`src/rtl/objects_mux_gameover.sv`:
```
// Pixel compositor: picks one pixel per clock by fixed layer priority and registers it for VGA.
// A frame-counted FSM makes the game-over layer blink, then hold (optionally dimming the scene).
module objects_mux_gameover #(
  parameter int unsigned BLINK_FRAMES = 30,
  parameter int unsigned BLINK_COUNT  = 3,
  parameter int unsigned DIM_ENABLE   = 1
) (
  input  logic       clk,
  input  logic       resetN,
  input  logic       startOfFrame,
  input  logic       GAMEOVER,
  input  logic       gameOverDrawingRequest,
  input  logic [7:0] gameOverRGB,
  input  logic       birdDrawingRequest,
  input  logic [7:0] birdRGB,
  input  logic       pigDrawingRequest,
  input  logic [7:0] pigRGB,
  input  logic       blockDrawingRequest,
  input  logic [7:0] blockRGB,
  input  logic [7:0] backGroundRGB,
  output logic [7:0] RGBOut,
  output logic       gameOverVisible,
  output logic       holdReached
);

  typedef enum logic [1:0] {IDLE, BLINK_ON, BLINK_OFF, HOLD} state_e;

  localparam logic [7:0] FRAME_LAST = 8'(BLINK_FRAMES - 1);
  localparam logic [3:0] BLINK_LAST = 4'(BLINK_COUNT);

  state_e     state_q, state_d;
  logic [7:0] frame_q, frame_d;
  logic [3:0] blink_q, blink_d;
  logic [7:0] rgb_q, rgb_d;
  logic       vis_q, hold_q;

  logic       visible;
  logic       in_hold;
  logic       from_go;
  logic [7:0] pix;

  assign visible = (state_q == BLINK_ON) || (state_q == HOLD);
  assign in_hold = (state_q == HOLD);

  always_comb begin
    // NOTE: every signal gets a default first so no path leaves it unassigned (no latch).
    state_d = state_q;
    frame_d = frame_q;
    blink_d = blink_q;
    if (!GAMEOVER) begin
      state_d = IDLE;
      frame_d = '0;
      blink_d = '0;
    end else begin
      unique case (state_q)
        IDLE: begin
          state_d = BLINK_ON;
          frame_d = '0;
          blink_d = '0;
        end
        BLINK_ON, BLINK_OFF: begin
          if (startOfFrame) begin
            if (frame_q == FRAME_LAST) begin
              frame_d = '0;
              if (state_q == BLINK_ON) begin
                blink_d = blink_q + 4'd1;
                state_d = (blink_q + 4'd1 == BLINK_LAST) ? HOLD : BLINK_OFF;
              end else begin
                state_d = BLINK_ON;
              end
            end else begin
              frame_d = frame_q + 8'd1;
            end
          end
        end
        HOLD: state_d = HOLD;
        default: state_d = IDLE;
      endcase
    end
  end

  always_comb begin
    from_go = 1'b0;
    pix     = backGroundRGB;
    if (gameOverDrawingRequest && visible) begin
      pix     = gameOverRGB;
      from_go = 1'b1;
    end else if (birdDrawingRequest) begin
      pix = birdRGB;
    end else if (pigDrawingRequest) begin
      pix = pigRGB;
    end else if (blockDrawingRequest) begin
      pix = blockRGB;
    end
    rgb_d = pix;
    // Each RGB332 field shifts right on its own, zero-filled from the top.
    if ((DIM_ENABLE != 0) && in_hold && !from_go) begin
      rgb_d = {1'b0, pix[7:6], 1'b0, pix[4:3], 1'b0, pix[1]};
    end
  end

  // NOTE: all state, including the output pixel, clears on the async reset so the VGA sees black at once.
  always_ff @(posedge clk or negedge resetN) begin
    if (!resetN) begin
      state_q <= IDLE;
      frame_q <= '0;
      blink_q <= '0;
      rgb_q   <= '0;
      vis_q   <= 1'b0;
      hold_q  <= 1'b0;
    end else begin
      // NOTE: non-blocking assignments so every register samples pre-edge values.
      state_q <= state_d;
      frame_q <= frame_d;
      blink_q <= blink_d;
      rgb_q   <= rgb_d;
      vis_q   <= visible;
      hold_q  <= in_hold;
    end
  end

  assign RGBOut          = rgb_q;
  assign gameOverVisible = vis_q;
  assign holdReached     = hold_q;

endmodule

```
`config.mk`:
```
export PLATFORM = sky130hd
export DESIGN_NAME = objects_mux_gameover
export DESIGN_NICKNAME = d
export VERILOG_FILES = /design/src/rtl/objects_mux_gameover.sv
export SDC_FILE = /design/constraint.sdc
export NUM_CORES = 1
export LEC_CHECK = 0
export CELL_PAD_IN_SITES_DETAIL_PLACEMENT = 1
export CELL_PAD_IN_SITES_GLOBAL_PLACEMENT = 1
export CORE_MARGIN = 5
export CORE_UTILIZATION = 32
export DETAILED_ROUTE_END_ITERATION = 6
export PLACE_DENSITY_LB_ADDON = 0.1
export SLEW_MARGIN = 20
export SYNTH_ARGS = -nofsm -noshare
export SYNTH_HDL_FRONTEND = slang
export SYNTH_SLANG_ARGS = --single-unit
```
`constraint.sdc`:
```
create_clock -name clk -period 6 [get_ports clk]
set_input_delay 0.6 -clock clk [delete_from_list [all_inputs] [get_ports clk]]
set_output_delay 0.6 -clock clk [all_outputs]
set_load 0.005 [all_outputs]
```
==> metrics.md <==
| Metric | Value |
|---|---|
| Largest net degree at the start of global routing | `25` |
| Setup WS pre-CTS | `3.59 ns` |
| Top layer in use | `met4` |
| Final Setup Violations | `0` |
| Drt total wl | `4.85 mm` |
| Seq/Total Area, Yosys | `37.7%` |
| R2R Path Start | `state_q[0]` |
| DR DRC count | `0` |
| #FFs+latches synth | `24` |
| Wire length of the first global-routing pass | `8.20 mm` |
| Overflow after GRT | `0` |
| Outcome | `completed` |
| Total I/O pin count | `58` |
| Critical path required time | `6.21 ns` |
| Synth Net Count | `224` |
| VDD IR max | `0.117 mV` |
| Via-per-instance ratio | `5.18` |
| Most common cell after layout, fill and taps aside | `clkdlybuf4s50_1` |
| Share of layout cells above drive strength 1 | `8.14%` |
| Netlist cell types | `43` |
| Die X | `80.6 um` |
| Slew Viols, Final | `0` |
| Fin Clk Skew | `0.00936 ns` |
| Fin crit period | `2.17 ns` |
| CTS tree | `done` |
| Pre-Repair DR Iteration Count | `4` |
| GRT Util Overall | `16.1%` |
| # rows | `25` |
| Clock-pin slew on the worst setup and hold paths | `0.10 ns` |
| CP Max Fanout | `10` |
| Total die area | `6490 um2` |
| Critical Path Source | `state_q[0]` |
| Top FF cell, synth | `dfrtp_1` |
| Slew at the pin closest to its max-slew limit | `0.541 ns` |
| Clock Tree Buf Depth | `2` |
| Clock sinks | `24` |
| DP Cell Count | `284` |
| RSZ-0062 raised after global routing | `false` |
| FILL cells | `561` |
| Async S/R FF share, synth | `100%` |
| CP arrival | `2.38 ns` |
| Max-slew headroom | `62.9%` |
| HPWL Detailed | `3.96 mm` |
| Part of the cycle the worst path needs | `36.2%` |
| Leak | `0.920 nW` |
| CTS buffer count | `3` |
| Max Cap Violations | `0` |
| Initial core utilization | `33.3%` |
| Final net count | `279` |
| Post-DRT Antenna Nets | `0` |
| Synthesis Warnings | `0` |
| Hold Crit Class | `primary input to async pin` |
| Cell area power density | `304 nW/um2` |
| Area growth, synth to finish | `43.0%` |
| DR iter-0 viols | `102` |
| Setup CP Type | `register to register` |
| Vias in the first global route | `1711` |
| Diode count | `0` |
| Met3 WL | `266 um` |
| Metal1 wirelength | `2.13 mm` |
| Setup WS post-layout | `3.83 ns` |
| Post-synth EDFFs | `0` |
| Core area | `4790 um2` |
| Mapped Cells | `167` |
| Port Buf Inserts | `57` |
| Hold Buf Count CTS | `0` |
| CTS resizes | `0` |
| Total negative slack | `0 ns` |
| Crit path capture type | `register` |
| Post-layout util | `47.6%` |
| Drt wl/cell | `16.9 um` |
| Met2 WL | `2.42 mm` |
| Final instance count without filler cells | `288` |
| Most frequent cells in the layout | `clkdlybuf4s50_1 (56), dfrtp_1 (24), nand2_1 (14)` |
| Initial antenna violation count | `0` |
| Max frequency | `461 MHz` |
| H-tree depth | `1` |
| Postcts setup bufs | `0` |
| Final hold vios | `0` |
| Vias | `1492` |
| CTS Root Cell | `clkbuf_8` |
| GPL Wtd Cong | `0.804` |
| Post-Syn Area | `1590 um2` |
| Setup crit start kind | `register` |
| Clock latency on the worst-skew pair | `0.27 ns` |
| Die height | `80.6 um` |
| Mean Syn Cell Area | `9.54 um2` |
sequential cells by signal, indices dropped and copies added (netlist names):
name	count
blink_q	4
RGBOut	8
state_q	2
holdReached	1
gameOverVisible	1
frame_q	8
where the power goes:
part           switching (W)  internal, W  total (W)  leakage (nW)
registers          0.0000236     0.000199   0.000222         0.313
clock network      0.0000563    0.0000892   0.000145        0.0357
logic               0.000170     0.000155   0.000325         0.571
cells by family after synthesis:
family / Yosys count / synth area share, %
AO/OA/AOI/OAI: 48 / 21.4
flip-flops: 24 / 37.7
AND/OR/NAND/NOR: 51 / 17.2
buffers and inverters: 15 / 4.08
XOR/XNOR: 6 / 3.30
adder cells (fa/ha/maj): 9 / 7.07
multiplexers: 14 / 9.19
worst max-delay path: stages (launching register included):
cell	delay, ns
dfrtp_1	0.42
inv_1	0.10
ha_1	0.40
mux2i_1	0.26
and2_4	0.27
or4_1	0.50
a21oi_1	0.14
routing by layer:
metal	vias up	track usage (%)
met1	721	19.8
met2	40	29.1
met5	-	0
met3	4	2.69
met4	0	3.55
li1	727	-
per-stage QoR:
stage	power, W	cell area, um2	hold WS [ns]
after floorplan	0.000408	1590	0.304
after global placement	0.000537	2210	0.530
after detailed placement	0.000552	2210	0.549
after CTS	0.000700	2280	0.563
after global routing	0.000736	2280	0.352
final	0.000693	2280	0.298
synthesized netlist by cell type (2+ instances only):
cell / n / area, um2
dfrtp_1: 24 / 601
nand2_1: 14 / 52.6
a21oi_1: 9 / 45.0
ha_1: 9 / 113
mux2i_1: 9 / 90.1
nor2_1: 9 / 33.8
o21ai_0: 8 / 40.0
a211oi_1: 7 / 52.6
inv_1: 7 / 26.3
nand3_1: 6 / 30.0
xnor2_1: 6 / 52.6
clkbuf_1: 5 / 18.8
mux2_2: 5 / 56.3
nand4_1: 4 / 25.0
o221a_2: 4 / 45.0
o31ai_1: 4 / 30.0
nand2b_1: 3 / 18.8
nor2b_1: 3 / 18.8
o21ai_1: 3 / 15.0
o221ai_1: 3 / 26.3
a22o_1: 2 / 17.5
nor3b_1: 2 / 15.0
path summary, 6_finish.rpt:
kind | slack (ns) | depth (start not counted) | endpoint
worst max-delay path | 3.83 | 6 | frame_q[7]
worst min-delay path | 0.30 | 1 | frame_q[7]
worst max register to register | 3.83 | 6 | frame_q[7]
worst min register to register | 0.56 | 2 | frame_q[7]
max in group asynchronous | 5.34 | 1 | frame_q[6]
min in group clk | 0.56 | 2 | frame_q[7]
final cells by class:
cell class / instances / area, um2 / share of cell area (%)
timing repair buffer: 57 / 566 / 24.8
clock buffer: 3 / 41.3 / 1.81
clock inverter: 1 / 30.0 / 1.32
inverter: 8 / 30.0 / 1.32
multi-input combinational: 128 / 927 / 40.7
sequential: 24 / 601 / 26.4
tap: 67 / 83.8 / 3.68
(Power assumes the default switching activity.)
